===== config.mk =====
export PLATFORM = sky130hd
export DESIGN_NAME = cell_rmw_ctrl_flat
export DESIGN_NICKNAME = d
export VERILOG_FILES = /design/src/rtl/cell_rmw_ctrl_pkg.sv /design/src/rtl/cell_rmw_ctrl_if.sv /design/src/rtl/cell_rmw_ctrl_rr_arb2.sv /design/src/rtl/cell_rmw_ctrl.sv /design/src/flat_wrapper.sv
export SDC_FILE = /design/constraint.sdc
export NUM_CORES = 1
export LEC_CHECK = 0
export ABC_AREA = 1
export CORE_ASPECT_RATIO = 0.5
export CORE_MARGIN = 3
export CORE_UTILIZATION = 35
export DETAILED_ROUTE_END_ITERATION = 6
export GPL_TIMING_DRIVEN = 0
export HOLD_SLACK_MARGIN = 0.02
export PLACE_DENSITY = 0.71
export SLEW_MARGIN = 10
export SYNTH_ARGS = -nofsm -noshare
export SYNTH_HDL_FRONTEND = slang
export SYNTH_SLANG_ARGS = --single-unit

===== constraint.sdc =====
create_clock -name clk -period 1.35 [get_ports clk]
set_input_delay 0.27 -clock clk [delete_from_list [all_inputs] [get_ports clk]]
set_output_delay 0.27 -clock clk [all_outputs]
set_load 0.03 [all_outputs]

===== src/rtl/cell_rmw_ctrl_pkg.sv =====
// -----------------------------------------------------------------------------
// cell_rmw_ctrl_pkg
// Shared definitions for the cell read-modify-write sequencer: FSM state
// encoding, ALU operation codes and requester indices.
// No ports (package).
// -----------------------------------------------------------------------------
package cell_rmw_ctrl_pkg;

    typedef enum logic [2:0] {
        IDLE  = 3'd0,
        READ  = 3'd1,
        WAIT  = 3'd2,
        APPLY = 3'd3,
        WRITE = 3'd4
    } state_e;

    localparam logic OP_INC = 1'b0;
    localparam logic OP_DEC = 1'b1;

    localparam logic REQ_CORE  = 1'b0;
    localparam logic REQ_DEBUG = 1'b1;

endpackage


===== src/rtl/cell_rmw_ctrl_if.sv =====
// -----------------------------------------------------------------------------
// cell_rmw_ctrl_if
// Bundles the requester handshake, the memory port and the ALU port of the
// cell read-modify-write sequencer.
//   slave  : the sequencer side (drives *_o, samples *_i)
//   master : the environment side (requesters, memory, ALU)
// Signals:
//   req_valid_i/req_ready_o   2-bit handshake, bit 0 = core, bit 1 = debug
//   req_addr_i/op_i/cnt_i     per-requester payload
//   mem_addr_o/rd_en_o/rdata_i/wr_en_o/wdata_o   cell memory port
//   alu_data_o/alu_op_o/alu_result_i             external inc/dec ALU
//   done_o/done_id_o/result_o                    completion report
// -----------------------------------------------------------------------------
interface cell_rmw_ctrl_if #(
    parameter int ADDR_W = 8,
    parameter int CNT_W  = 4
);
    logic [1:0]             req_valid_i;
    logic [1:0]             req_ready_o;
    logic [1:0][ADDR_W-1:0] req_addr_i;
    logic [1:0]             req_op_i;
    logic [1:0][CNT_W-1:0]  req_cnt_i;

    logic [ADDR_W-1:0]      mem_addr_o;
    logic                   mem_rd_en_o;
    logic [7:0]             mem_rdata_i;
    logic                   mem_wr_en_o;
    logic [7:0]             mem_wdata_o;

    logic [7:0]             alu_data_o;
    logic                   alu_op_o;
    logic [7:0]             alu_result_i;

    logic                   done_o;
    logic                   done_id_o;
    logic [7:0]             result_o;

    modport slave (
        input  req_valid_i, req_addr_i, req_op_i, req_cnt_i,
        input  mem_rdata_i, alu_result_i,
        output req_ready_o, mem_addr_o, mem_rd_en_o, mem_wr_en_o, mem_wdata_o,
        output alu_data_o, alu_op_o, done_o, done_id_o, result_o
    );

    modport master (
        output req_valid_i, req_addr_i, req_op_i, req_cnt_i,
        output mem_rdata_i, alu_result_i,
        input  req_ready_o, mem_addr_o, mem_rd_en_o, mem_wr_en_o, mem_wdata_o,
        input  alu_data_o, alu_op_o, done_o, done_id_o, result_o
    );
endinterface


===== src/rtl/cell_rmw_ctrl_rr_arb2.sv =====
// -----------------------------------------------------------------------------
// rr_arb2
// Two-way round-robin arbiter with a last-grant pointer. On a tie the
// requester not granted last wins; a lone requester always wins.
// Ports:
//   clk, reset   clock, synchronous active-high reset (pointer -> debug)
//   en_i         grant allowed this cycle
//   req_i[1:0]   request vector
//   gnt_o[1:0]   one-hot grant (zero when nothing is granted)
//   gnt_id_o     index of the winner (meaningful when ptr_upd_o is high)
//   ptr_upd_o    a grant is issued and the pointer moves to the winner
// -----------------------------------------------------------------------------
module rr_arb2
    import cell_rmw_ctrl_pkg::*;
(
    input  logic       clk,
    input  logic       reset,
    input  logic       en_i,
    input  logic [1:0] req_i,
    output logic [1:0] gnt_o,
    output logic       gnt_id_o,
    output logic       ptr_upd_o
);

    logic last_q;
    logic last_d;

    // Winner selection and next pointer value.
    always_comb begin
        gnt_id_o = REQ_CORE;
        case (req_i)
            2'b01:   gnt_id_o = REQ_CORE;
            2'b10:   gnt_id_o = REQ_DEBUG;
            2'b11:   gnt_id_o = ~last_q;
            default: gnt_id_o = REQ_CORE;
        endcase
        ptr_upd_o = en_i & (|req_i);
        if (ptr_upd_o) begin
            gnt_o  = gnt_id_o ? 2'b10 : 2'b01;
            last_d = gnt_id_o;
        end else begin
            gnt_o  = 2'b00;
            last_d = last_q;
        end
    end

    // Last-grant pointer; resets to debug so the core wins the first tie.
    always_ff @(posedge clk) begin
        if (reset) begin
            last_q <= REQ_DEBUG;
        end else begin
            last_q <= last_d;
        end
    end

endmodule


===== src/rtl/cell_rmw_ctrl.sv =====
// -----------------------------------------------------------------------------
// cell_rmw_ctrl
// Read-modify-write sequencer: accepts one request (cell address, inc/dec,
// repeat count), reads the cell, steps the external ALU once per repeat,
// writes the final value back and pulses done_o with the result.
// Build option: CELL_RMW_DEBUG_PORT_EN enables requester 1 (debug) and the
// round-robin arbiter; without it only the core requester is served.
// Ports:
//   clk, reset   clock, synchronous active-high reset (aborts any operation)
//   bus          cell_rmw_ctrl_if.slave (handshake, memory, ALU, completion)
// req_ready_o is combinational (same-cycle accept in IDLE); every other
// output is a register.
// -----------------------------------------------------------------------------
module cell_rmw_ctrl
    import cell_rmw_ctrl_pkg::*;
#(
    parameter int ADDR_W = 8,
    parameter int CNT_W  = 4
) (
    input  logic            clk,
    input  logic            reset,
    cell_rmw_ctrl_if.slave  bus
);

    state_e            state_q, state_d;
    logic              id_q, id_d;
    logic              op_q, op_d;
    logic [CNT_W-1:0]  cnt_q, cnt_d;
    logic [7:0]        acc_q, acc_d;
    logic [ADDR_W-1:0] addr_q, addr_d;
    logic              rd_q, rd_d;
    logic              wr_q, wr_d;
    logic [7:0]        wdata_q, wdata_d;
    logic              done_q, done_d;
    logic              done_id_q, done_id_d;
    logic [7:0]        result_q, result_d;
    logic [7:0]        alu_data_q, alu_data_d;
    logic              alu_op_q, alu_op_d;

    logic [1:0]        gnt_s;
    logic              gnt_id_s;
    logic              accept_s;
    logic              idle_en_s;

    // A request is never granted while reset is asserted, so a requester
    // cannot see ready for a transaction that is then thrown away.
    assign idle_en_s = (state_q == IDLE) & ~reset;

`ifdef CELL_RMW_DEBUG_PORT_EN
    rr_arb2 u_arb (
        .clk       (clk),
        .reset     (reset),
        .en_i      (idle_en_s),
        .req_i     (bus.req_valid_i),
        .gnt_o     (gnt_s),
        .gnt_id_o  (gnt_id_s),
        .ptr_upd_o (accept_s)
    );
`else
    logic unused_dbg_s;
    assign accept_s     = idle_en_s & bus.req_valid_i[0];
    assign gnt_s        = {1'b0, accept_s};
    assign gnt_id_s     = REQ_CORE;
    assign unused_dbg_s = ^{bus.req_valid_i[1], bus.req_addr_i[1],
                            bus.req_op_i[1], bus.req_cnt_i[1]};
`endif

    assign bus.req_ready_o = gnt_s;

    // Next-state, operand latching and registered-output next values.
    always_comb begin
        state_d = state_q;
        id_d    = id_q;
        op_d    = op_q;
        cnt_d   = cnt_q;
        acc_d   = acc_q;
        addr_d  = addr_q;
        case (state_q)
            IDLE: begin
                if (accept_s) begin
                    id_d    = gnt_id_s;
                    op_d    = bus.req_op_i[gnt_id_s];
                    cnt_d   = bus.req_cnt_i[gnt_id_s];
                    addr_d  = bus.req_addr_i[gnt_id_s];
                    state_d = READ;
                end else begin
                    state_d = IDLE;
                end
            end
            READ: state_d = WAIT;
            WAIT: begin
                acc_d = bus.mem_rdata_i;
                if (cnt_q == {CNT_W{1'b0}}) begin
                    state_d = WRITE;
                end else begin
                    state_d = APPLY;
                end
            end
            APPLY: begin
                acc_d = bus.alu_result_i;
                cnt_d = cnt_q - CNT_W'(1);
                if (cnt_q == CNT_W'(1)) begin
                    state_d = WRITE;
                end else begin
                    state_d = APPLY;
                end
            end
            WRITE:   state_d = IDLE;
            default: state_d = IDLE;
        endcase

        // Outputs are registered from the next state so they line up with
        // the state they belong to.
        rd_d      = (state_d == READ);
        wr_d      = (state_d == WRITE);
        done_d    = wr_d;
        wdata_d   = wr_d ? acc_d : wdata_q;
        result_d  = wr_d ? acc_d : result_q;
        done_id_d = wr_d ? id_q  : done_id_q;
        // The ALU operand equals the accumulator during APPLY and holds
        // its last value otherwise.
        alu_data_d = (state_d == APPLY) ? acc_d : alu_data_q;
        alu_op_d   = (state_d == APPLY) ? op_d  : alu_op_q;
    end

    // State and datapath registers.
    always_ff @(posedge clk) begin
        if (reset) begin
            state_q    <= IDLE;
            id_q       <= REQ_CORE;
            op_q       <= OP_INC;
            cnt_q      <= {CNT_W{1'b0}};
            acc_q      <= 8'h00;
            addr_q     <= {ADDR_W{1'b0}};
            rd_q       <= 1'b0;
            wr_q       <= 1'b0;
            wdata_q    <= 8'h00;
            done_q     <= 1'b0;
            done_id_q  <= 1'b0;
            result_q   <= 8'h00;
            alu_data_q <= 8'h00;
            alu_op_q   <= OP_INC;
        end else begin
            state_q    <= state_d;
            id_q       <= id_d;
            op_q       <= op_d;
            cnt_q      <= cnt_d;
            acc_q      <= acc_d;
            addr_q     <= addr_d;
            rd_q       <= rd_d;
            wr_q       <= wr_d;
            wdata_q    <= wdata_d;
            done_q     <= done_d;
            done_id_q  <= done_id_d;
            result_q   <= result_d;
            alu_data_q <= alu_data_d;
            alu_op_q   <= alu_op_d;
        end
    end

    assign bus.mem_addr_o  = addr_q;
    assign bus.mem_rd_en_o = rd_q;
    assign bus.mem_wr_en_o = wr_q;
    assign bus.mem_wdata_o = wdata_q;
    assign bus.alu_data_o  = alu_data_q;
    assign bus.alu_op_o    = alu_op_q;
    assign bus.done_o      = done_q;
    assign bus.done_id_o   = done_id_q;
    assign bus.result_o    = result_q;

endmodule


===== src/flat_wrapper.sv =====
// flat-port wrapper written by rule: the top's interface ports become plain ports
module cell_rmw_ctrl_flat import cell_rmw_ctrl_pkg::*;
#(
    parameter int ADDR_W = 8,
    parameter int CNT_W  = 4
)
  (clk, reset, bus_req_valid_i, bus_req_addr_i, bus_req_op_i, bus_req_cnt_i, bus_mem_rdata_i, bus_alu_result_i, bus_req_ready_o, bus_mem_addr_o, bus_mem_rd_en_o, bus_mem_wr_en_o, bus_mem_wdata_o, bus_alu_data_o, bus_alu_op_o, bus_done_o, bus_done_id_o, bus_result_o);
  cell_rmw_ctrl_if #(.ADDR_W(ADDR_W), .CNT_W(CNT_W)) bus_i ();
  input  logic clk;
  input  logic reset;
  input wire logic [$bits(bus_i.req_valid_i)-1:0] bus_req_valid_i;
  input wire logic [$bits(bus_i.req_addr_i)-1:0] bus_req_addr_i;
  input wire logic [$bits(bus_i.req_op_i)-1:0] bus_req_op_i;
  input wire logic [$bits(bus_i.req_cnt_i)-1:0] bus_req_cnt_i;
  input wire logic [$bits(bus_i.mem_rdata_i)-1:0] bus_mem_rdata_i;
  input wire logic [$bits(bus_i.alu_result_i)-1:0] bus_alu_result_i;
  output wire logic [$bits(bus_i.req_ready_o)-1:0] bus_req_ready_o;
  output wire logic [$bits(bus_i.mem_addr_o)-1:0] bus_mem_addr_o;
  output wire logic [$bits(bus_i.mem_rd_en_o)-1:0] bus_mem_rd_en_o;
  output wire logic [$bits(bus_i.mem_wr_en_o)-1:0] bus_mem_wr_en_o;
  output wire logic [$bits(bus_i.mem_wdata_o)-1:0] bus_mem_wdata_o;
  output wire logic [$bits(bus_i.alu_data_o)-1:0] bus_alu_data_o;
  output wire logic [$bits(bus_i.alu_op_o)-1:0] bus_alu_op_o;
  output wire logic [$bits(bus_i.done_o)-1:0] bus_done_o;
  output wire logic [$bits(bus_i.done_id_o)-1:0] bus_done_id_o;
  output wire logic [$bits(bus_i.result_o)-1:0] bus_result_o;
  assign bus_i.req_valid_i = bus_req_valid_i;
  assign bus_i.req_addr_i = bus_req_addr_i;
  assign bus_i.req_op_i = bus_req_op_i;
  assign bus_i.req_cnt_i = bus_req_cnt_i;
  assign bus_i.mem_rdata_i = bus_mem_rdata_i;
  assign bus_i.alu_result_i = bus_alu_result_i;
  assign bus_req_ready_o = bus_i.req_ready_o;
  assign bus_mem_addr_o = bus_i.mem_addr_o;
  assign bus_mem_rd_en_o = bus_i.mem_rd_en_o;
  assign bus_mem_wr_en_o = bus_i.mem_wr_en_o;
  assign bus_mem_wdata_o = bus_i.mem_wdata_o;
  assign bus_alu_data_o = bus_i.alu_data_o;
  assign bus_alu_op_o = bus_i.alu_op_o;
  assign bus_done_o = bus_i.done_o;
  assign bus_done_id_o = bus_i.done_id_o;
  assign bus_result_o = bus_i.result_o;
  cell_rmw_ctrl #(.ADDR_W(ADDR_W), .CNT_W(CNT_W)) u_core (.clk(clk), .reset(reset), .bus(bus_i));
endmodule

==> qor.yml <==
run_status:
  status: "finished, violations left"
  violations: "negative setup slack"
global_route:
  antenna_found_initial: 0
  grt_max_degree: 14
  grt_pass1_wl_mm: 8.74
  globalRoute.totalOverflow: 0
  grt_pass1_vias: 1885
  grt_usage_pct: 16.1
floorplan:
  initial_core_util_pct: 38.3
  dieArea_mm2: 0.00666
  core_mm2: 0.00518
  row_count: 18
  fp.dieH_um: 59.2
  die_width_um: 112
  ioPinCount: 85
worst_setup_path:
  r2r_start: "u_core.state_q[0]"
  cp_slowest_cell: "dfxtp_4"
  cp-startpoint: "u_core.state_q[1]"
  rr_worst_depth: 7
  cp.required_ns: 1.08
  worstPathMaxFanout: 4
  path_buf_inv: 3
  arrival_ns: 1.17
  endpoint_kind: "primary output"
  worstSetupPathType: "flip-flop to primary output"
  startpoint_type: "flip-flop"
  reg2reg_to: "u_core.bus.alu_data_o[0]"
  crit_top_cell: "buf_6"
  crit_chain: "nor2_4 > nand3_4 > inv_4 > buf_6 > buf_6"
  cpLargestDelayFamily: "flip-flops"
  critPathMaxStageDelay_ns: 0.37
  worst-r2r-setup-slack_ns: 0.05
logic_synthesis:
  synth-seq-cells: 43
  synthCells: 281
  synthDistinctLibCells: 23
  synth_area_mm2: 0.00198
  synth.avg_cell_area_um2: 7.06
  yosysWarnings: 0
  ys_seq_area_share_pct: 43.4
power_and_ir_drop:
  irDropWorstVdd_mv: 0.839
  total_power_uw: 3330
  leakage_uw: 0.00159
  power_density_mw_per_mm2: 1060
finish:
  num_antenna_cells: 0
  drive_gt1_share_pct: 23.6
  final_cells: 443
  nets: 421
  layout_commonest_cell: "nand2_1"
  mostFrequentLayoutCells: "65 x nand2_1, 49 x nor2_1, 39 x dfxtp_1"
  area_growth_pct: 59.1
  fillers: 468
clock_tree:
  cts_tree: "yes"
  cts_num_sinks: 43
  ctsHoldBuffers: 0
  numCtsBuffers: 5
  htreeDepth: 2
  clk_path_buf_depth: 2
  path_clk_slew_ns: 0.06
  clk_latency_ns: 0.28
  root_buffer: "clkbuf_16"
run:
  max_cap_viol_count: 0
sta:
  fin_crit_sh_pct: 107
  skew_ns: 0.00489
  report.final.slew_viol_count: 0
  rsz0062_at_grt: "yes"
  tns_ns: -0.0933
  finalHoldViolations: 0
  worst_pin_slew_ns: 0.513
  fin_ws_ns: -0.0933
  setup_viol: 1
  fin_crit_ns: 1.44
  timing.slew.headroom_pct: 65.8
  max_freq_mhz: 693
route:
  finalWirelength_mm: 5.68
  dr.first_iter.drc_count: 91
  antenna_left: 0
  wl_per_cell_um: 12.8
  via_per_inst: 4.62
  firstDrtPassIters: 4
  route.vias.total: 2045
  drc: 0
placement:
  placedCellCount: 420
  io_buffers: 68
  place_congestion: 0.821
  place_hpwl_mm: 3.90
min_path:
  whs_path_depth: 2
  min_to: "u_core.acc_q[1]"
  hold_start: "reset"
  hp-class: "input pin to flip-flop"
-- where the power goes --
part	switching [uW]	total, uW	internal, uW
sequential	48.5	1400	1350
combinational	443	780	336
clock	473	1150	682
total	965	3330	2370
-- through the flow --
stage,utilization [%],instance area (um^2),hold WS (ns),setup WS [ns]
2_1_floorplan,-,1990,0.339,0.0392
3_3_place_gp,53.2,2760,0.455,-1.16
3_5_place_dp,53.2,2760,0.461,-1.19
4_1_cts,58.2,3010,0.415,-0.151
5_1_grt,60.9,3150,0.456,-0.152
6_report,60.9,3150,0.432,-0.0933
-- layer usage --
metal  share of wire, %  up-vias  GRT usage [%]
li1                   -     1040              -
met1                 45      946           21.0
met2                 50       57           27.7
met3                5.1        2           4.08
met4               0.30        0           2.91
met5                  0        -              0
-- cell usage after synthesis --
cell	count	area, um^2
dfxtp_1	43	861
nor2_4	1	11.3
nand2_1	68	255
a21oi_1	4	20.0
inv_1	29	109
nor3_1	1	5.00
a31oi_1	4	25.0
nand3b_1	9	67.6
nand2_2	2	12.5
nand2_4	3	33.8
o21a_1	2	15.0
conb_1	1	3.75
buf_2	2	10.0
buf_4	13	97.6
clkbuf_1	2	7.51
nor2_1	56	210
inv_2	2	7.51
nand3_2	2	20.0
ha_1	3	37.5
nand4_1	1	6.26
nand3_1	23	115
nor2_2	2	12.5
o21ai_0	8	40.0
-- cells by family (layout without fill, tap and decap cells) --
kind of cell,Yosys count,count (layout),share of synthesized area [%]
other,1,2,0.189
flip-flops,43,43,43.4
adder cells (fa/ha/maj),3,3,1.89
AO/OA/AOI/OAI,18,18,5.05
AND/OR/NAND/NOR,168,169,37.8
buffers and inverters,48,138,11.7
-- worst max path at each step --
| stage | slack, ns | cells past startpoint | endpoint |
|---|---|---|---|
| floorplan | 0.04 | 4 | bus_req_ready_o[0] |
| global placement | -1.16 | 7 | bus_req_ready_o[0] |
| detailed placement | -1.19 | 7 | bus_req_ready_o[0] |
| CTS | -0.15 | 5 | bus_req_ready_o[0] |
| global route | -0.15 | 5 | bus_req_ready_o[0] |
| finish | -0.09 | 5 | bus_req_ready_o[0] |
-- timing repair --
item,in CTS,in global routing
gates resized for setup,89,33
cloned,1,1
setup endpoints to repair,70,29
buffers inserted,5,8
pin swaps,6,13
-- final cells by class --
| cell class | instances | area [um^2] | area share [%] |
|---|---|---|---|
| well taps | 70 | 87.6 | 2.78 |
| clock inverters | 2 | 12.5 | 0.397 |
| repair buffers | 82 | 774 | 24.6 |
| multi-input cells | 192 | 1040 | 32.8 |
| inverters | 31 | 121 | 3.85 |
| plain buffers | 17 | 123 | 3.89 |
| flip-flops and latches | 43 | 871 | 27.6 |
| clock buffers | 6 | 129 | 4.09 |
-- worst register-to-register path, cell delays in order, from the launching register on --
cell and delay [ns]:
dfxtp_4 0.35, buf_4 0.15, nor2_4 0.23, nand2_4 0.11, nand2_4 0.12, inv_4 0.07
nor2_1 0.12, nor2_1 0.06
-- registers in the layout, indices dropped and copies added, names as in the netlist --
name,flops
u_core.bus.alu_op_o,1
u_core.bus.mem_wr_en_o,1
u_core.bus.mem_rd_en_o,1
u_core.bus.alu_data_o,8
u_core.op_q,1
u_core.state_q,3
u_core.bus.mem_addr_o,8
u_core.cnt_q,4
u_core.acc_q,8
u_core.bus.mem_wdata_o,8
No activity file was read; power rests on OpenSTA's default activity.
==> RTL change 1: new RTL, same flow settings <==
Build with the macro `CELL_RMW_DEBUG_PORT_EN` defined.
--- a/src/rtl/cell_rmw_ctrl.sv
+++ b/src/rtl/cell_rmw_ctrl.sv
@@ -12,4 +12,6 @@
 // output is a register.
 // -----------------------------------------------------------------------------
+`define CELL_RMW_DEBUG_PORT_EN
+
 module cell_rmw_ctrl
     import cell_rmw_ctrl_pkg::*;
Behaviour: not the same (Yosys sat finds a counterexample within 4 cycles, from zero or initial values and one cycle with reset high).
==> RTL change 1 against the original RTL <==
  * The flow still finishes with violations (setup timing)
  * Cell count is 17% higher
  * Critical path depth is 1 higher
  * Setup slack worse by 0.072 ns
  * Combinational power is 62% higher
  * Cell area is 15% higher
  * Maximum frequency is 4.7% lower
  * Total power is 25% higher
  * Wire length is 22% higher
  * Sequential cell count is 3 higher
  * Synthesized area is 13% higher
  * Register-to-register slack worse by 0.02 ns
  * Global-route usage is 1.7 points higher
  * Highest routed layer unchanged
==> RTL change 1: results (changes against the original RTL) <==
{
  "outcome": "complete, but fails checks",
  "failing_checks": "setup timing",
  "hpwl": {"value": 4589, "unit": "um", "change": "+18%"},
  "vias_in_the_first_global_route": {"value": 2409, "change": "+28%"},
  "synth-seq-area-share": {"value": 41.26, "unit": "%", "change": "-2.2 points"},
  "peakVddDrop": {"value": 0.8666, "unit": "mV", "change": "+3.3%"},
  "insertion_delay": {"value": 0.28, "unit": "ns", "change": "about the same"},
  "htreeDepth": {"value": 2, "change": "unchanged"},
  "hold_class": "primary input to flop",
  "numCtsBuffers": {"value": 5, "change": "unchanged"},
  "grtUsageTotal": {"value": 17.82, "unit": "%", "change": "+1.7 points"},
  "critical_path.max_fanout": {"value": 3, "change": "-1"},
  "place_congestion": {"value": 0.7649, "change": "-6.8%"},
  "synthesis.yosys.warnings": {"value": 0, "change": "unchanged"},
  "synth.top_cells.by_area": "dfxtp_1 (41%), nand2_1 (17%), nor2_1 (6.7%)",
  "grt_antenna_before_repair": {"value": 0, "change": "unchanged"},
  "dr.pass1.iters": {"value": 4, "change": "unchanged"},
  "timing.clock.skew": {"value": 0.004427, "unit": "ns", "change": "-0.0004671 ns"},
  "leakage_power_of_the_design": {"value": 1.887, "unit": "nW", "change": "+19%"},
  "setup_violations": {"value": 2, "change": "+1"},
  "clock_path_buffers": {"value": 2, "change": "unchanged"},
  "cp-startpoint": "u_core.state_q[0]$_SDFF_PP0_",
  "netSwitchingPower": {"value": 1.262, "unit": "mW", "change": "+31%"},
  "worst-slew-pin-transition": {"value": 0.4912, "unit": "ns", "change": "-0.02181 ns"},
  "via_per_inst": {"value": 4.608, "change": "-0.18%"},
  "worst_r2r_startpoint": "u_core.state_q[1]$_SDFF_PP0_",
  "timing.hold.worst.start": "reset",
  "fin_nets": {"value": 482, "change": "+14%"},
  "dr.first_iter.drc_count": {"value": 113, "change": "+24%"},
  "yosys-top-cells-count": "nand2_1 (104), dfxtp_1 (46), nor2_1 (40)",
  "cp.arrival": {"value": 1.24, "unit": "ns", "change": "+0.07 ns"},
  "grt_pass1_wl": {"value": 10940, "unit": "um", "change": "+25%"},
  "synth_cell_types": {"value": 25, "change": "+8.7%"},
  "ctsRootBufferMaster": "clkbuf_16",
  "ratio_of_cells_with_drive_above_1_in_the_final_layout": {"value": 27.65, "unit": "%", "change": "+4.1 points"},
  "timing.final.ws_setup": {"value": -0.1650, "unit": "ns", "change": "-0.07171 ns"},
  "placement.io_buffers": {"value": 84, "change": "+24%"},
  "cts_tree": "built",
  "grt_start_max_net_pins": {"value": 14, "change": "unchanged"},
  "syn_nets": 368,
  "setup_total_negative_slack": {"value": -0.3241, "unit": "ns", "change": "-0.2309 ns"},
  "postSynth.asyncResetShare": {"value": 0, "unit": "%", "change": "unchanged"},
  "diodes_inserted": {"value": 0, "change": "unchanged"},
  "wl_per_cell": {"value": 13.42, "unit": "um", "change": "+4.7%"},
  "largest_area_contributor_in_the_netlist": "dfxtp_1",
  "clock_pin_slew_on_the_worst_setup_and_hold_paths": {"value": 0.06, "unit": "ns", "change": "about the same"},
  "placed_area": {"value": 3186, "unit": "sq um", "change": "+16%"}
}
[RTL change 1: cell count changes after synthesis, moves of 6 or more]
cell / change
nand2_1: +36
nor2_1: -16
o21ai_0: +12
nand3b_1: -8
nand3_1: -7
a21oi_1: +6
nor2_2: +6
[RTL change 1: path summary, 6_finish.rpt]
check / endpoint / slack, ns / cells after the start
min reg2reg: u_core.bus.mem_addr_o[5]$_SDFFE_PP0P_ / 0.46 / 2
max reg2reg: u_core.bus.mem_wdata_o[0]$_SDFFE_PP0N_ / 0.03 / 9
min: u_core.bus.mem_addr_o[0]$_SDFFE_PP0P_ / 0.46 / 2
max: bus_req_ready_o[1] / -0.16 / 6
[RTL change 1: cells by family (layout without fill, tap and decap cells)]
| logic type | Yosys count | after routing | synth area share, % |
|---|---|---|---|
| compound gates | 33 | 33 | 7.399 |
| xor+xnor | 1 | 1 | 0.3924 |
| fa+ha+maj | 3 | 3 | 1.682 |
| buf+inv | 50 | 165 | 11.21 |
| flops | 46 | 46 | 41.26 |
| simple gates | 186 | 186 | 38.06 |
[RTL change 1: power by group through the flow]
stage | sequential [mW] | combinational [mW] | clock, mW
final | 1.55 | 1.26 | 1.36
after global routing | 1.57 | 1.36 | 1.45
after CTS | 1.55 | 1.15 | 1.39
after detailed placement | 1.58 | 1.10 | 0
after global placement | 1.57 | 1.07 | 0
after floorplan | 1.71 | 0.525 | 0
[RTL change 1: metrics by stage]
| step | instances | hold slack, ns | worst slack [ns] |
|---|---|---|---|
| 2_1_floorplan | 319 | 0.3391 | 0.01157 |
| 3_3_place_gp | 487 | 0.4508 | -1.181 |
| 3_5_place_dp | 487 | 0.4581 | -1.217 |
| 4_1_cts | 507 | 0.4160 | -0.1816 |
| 5_1_grt | 518 | 0.4691 | -0.2441 |
| 6_report | 518 | 0.4578 | -0.1650 |
[RTL change 1: worst max-delay path, stage by stage (launching register included)]
cell and delay (ns):
dfxtp_4 0.35, inv_4 0.07, nand3_1 0.10, nor2_2 0.18
nand2_2 0.09, inv_2 0.06, buf_6 0.12
[RTL change 1: layer usage]
metal | share of wire, % | wire length, um | track usage (%)
met5 | 0 | 0 | 0
met4 | 1.9 | 133 | 6.061
met3 | 7.7 | 533 | 6.329
met2 | 49 | 3437 | 32.58
met1 | 41 | 2845 | 19.20
[RTL change 1: layout make-up]
class	instances	area, sq um
clock buffer	7	132.6
fill	517	2182
tap	84	105.1
sequential	46	934.6
inverter	30	122.6
multi-input combinational	223	1150
clock inverter	1	30.03
buffer	20	170.2
timing repair buffer	107	997.2
[RTL change 1: timing repair]
action,CTS,global route
resized for setup,100,55
gates cloned,0,2
buffers inserted,12,10
endpoints found under the setup margin,85,50
pin swaps,8,5
hold buffers,0,0
==> RTL change 2: new RTL, config.mk and constraints unchanged <==
Without the edit above. Take the reset off `result_q` and load it in a clocked block of its own.
--- a/src/rtl/cell_rmw_ctrl.sv
+++ b/src/rtl/cell_rmw_ctrl.sv
@@ -138,5 +138,4 @@
             done_q     <= 1'b0;
             done_id_q  <= 1'b0;
-            result_q   <= 8'h00;
             alu_data_q <= 8'h00;
             alu_op_q   <= OP_INC;
@@ -153,8 +152,11 @@
             done_q     <= done_d;
             done_id_q  <= done_id_d;
-            result_q   <= result_d;
             alu_data_q <= alu_data_d;
             alu_op_q   <= alu_op_d;
         end
+    end
+
+    always_ff @(posedge clk) begin
+        result_q <= result_d;
     end
 
Formal check against the unedited RTL: differs if reset is asserted again (counterexample within 4 cycles, from zero or initial values and one cycle with reset high); with reset held inactive, the same outputs for 10 cycles.
==> RTL change 2 against the original RTL <==
  * The flow still finishes with violations (setup timing)
  * Maximum frequency rose by 2.1%
  * Register-to-register slack got worse by 0.11 ns
  * Largest cell class unchanged
  * Cell area rose by 14%
  * Synthesized area rose by 13%
  * Critical endpoint is now u_core.bus.mem_wdata_o[7]$_SDFFE_PP0N_
  * First-iteration DRC count fell by 8.8%
  * Wire length rose by 13%
  * Sequential cell count rose by 8
  * Total power rose by 17%
  * Setup slack improved by 0.029 ns
==> RTL change 2: results (changes against the original RTL) <==
{
  "preCtsSetupSlack": {"value": -1.130, "unit": "ns", "change": "+0.06033 ns"},
  "failing_checks": "setup timing",
  "synth_cell_types": {"value": 26, "change": "+13%"},
  "timing.final.ws_setup": {"value": -0.06411, "unit": "ns", "change": "+0.02917 ns"},
  "dr.pass1.iters": {"value": 6, "change": "+2"},
  "placement.io_buffers": {"value": 67, "change": "-1.5%"},
  "wl_per_cell": {"value": 13.66, "unit": "um", "change": "+6.6%"},
  "num-fill-cells": {"value": 474, "change": "+1.3%"},
  "synth-seq-area-share": {"value": 49.33, "unit": "%", "change": "+5.9 points"},
  "ff2ff_path_depth": {"value": 9, "change": "+2"},
  "use_met3": {"value": 3.617, "unit": "%", "change": "-0.46 points"},
  "synth_compound_gate_area_share": {"value": 4.540, "unit": "%", "change": "-0.51 points"},
  "cp.arrival": {"value": 1.60, "unit": "ns", "change": "+0.43 ns"},
  "number_of_enable_flip_flop_cells_after_synthesis": {"value": 8, "change": "+8"},
  "place_congestion": {"value": 0.7450, "change": "-9.2%"},
  "placedCellCount": {"value": 439, "change": "+4.5%"},
  "vias_in_the_first_global_route": {"value": 2046, "change": "+8.5%"},
  "setup_violations": {"value": 14, "change": "+13"},
  "via_per_inst": {"value": 4.662, "change": "+1.0%"},
  "postSynthAreaPerCell": {"value": 7.777, "unit": "sq um", "change": "+10%"},
  "outcome": "complete, but fails checks",
  "dr.first_iter.drc_count": {"value": 83, "change": "-8.8%"},
  "placed_area": {"value": 3022, "unit": "sq um", "change": "+9.7%"},
  "grt_start_max_net_pins": {"value": 18, "change": "+4"},
  "hpwl": {"value": 4185, "unit": "um", "change": "+7.4%"},
  "grt_util_met2": {"value": 28.83, "unit": "%", "change": "+1.1 points"},
  "critical_path.max_fanout": {"value": 5, "change": "+1"},
  "yosys-top-cells-count": "nand2_1 (77), nor2_1 (45), dfxtp_1 (43)",
  "peakVddDrop": {"value": 0.6875, "unit": "mV", "change": "-18%"},
  "setup_total_negative_slack": {"value": -0.5721, "unit": "ns", "change": "-0.4788 ns"},
  "synth.top_cells.by_area": "dfxtp_1 (39%), nand2_1 (13%), edfxtp_1 (11%)",
  "fin_nets": {"value": 432, "change": "+2.6%"},
  "grt_pass1_wl": {"value": 9611, "unit": "um", "change": "+10%"},
  "detail_route.wirelength": {"value": 6394, "unit": "um", "change": "+13%"},
  "grtUsageTotal": {"value": 15.74, "unit": "%", "change": "-0.34 points"}
}
RTL change 2: cell types whose count changed in the layout (fill, tap and decap cells not counted), moves of 5 or more:
cell             change
nor2_1              -19
nand2_1              +7
clkdlybuf4s15_2      -6
inv_2                -5
dlygate4sd2_1        +5
edfxtp_1             +8
a21oi_1              +6
RTL change 2: power by group:
group          switching [mW]  internal [mW]
clock                   0.566          0.881
sequential             0.0500           1.62
combinational           0.454          0.341
RTL change 2: repair_timing:
item / in CTS / in global routing
endpoints found under the setup margin: 76 / 49
gates resized for setup: 68 / 54
pin swaps: 2 / 16
setup buffers: 6 / 16
RTL change 2: area by class of cell:
| type | count | area (sq um) | share of cell area (%) |
|---|---|---|---|
| buffer | 11 | 77.57 | 2.163 |
| clock buffer | 5 | 125.1 | 3.488 |
| clock inverter | 3 | 46.29 | 1.291 |
| inverter | 33 | 141.4 | 3.941 |
| multi-input combinational | 192 | 1154 | 32.16 |
| sequential | 51 | 1117 | 31.15 |
| tap | 84 | 105.1 | 2.930 |
| timing repair buffer | 89 | 820.8 | 22.88 |
RTL change 2: final timing paths:
kind | startpoint | to | slack [ns]
setup reg to reg | u_core.cnt_q[0]$_SDFFE_PP0P_ | u_core.bus.mem_wdata_o[7]$_SDFFE_PP0N_ | -0.06
setup / recovery | u_core.cnt_q[0]$_SDFFE_PP0P_ | u_core.bus.mem_wdata_o[7]$_SDFFE_PP0N_ | -0.06
hold reg to reg | u_core.bus.mem_addr_o[5]$_SDFFE_PP0P_ | u_core.bus.mem_addr_o[5]$_SDFFE_PP0P_ | 0.47
hold / removal | reset | u_core.bus.mem_addr_o[1]$_SDFFE_PP0P_ | 0.38
RTL change 2: routing by layer:
metal  routed length, um  vias to the layer above
li1                    -                     1086
met1                2686                     1037
met2                3379                       51
met3                 241                        8
met4                  87                        0
met5                   0                        -
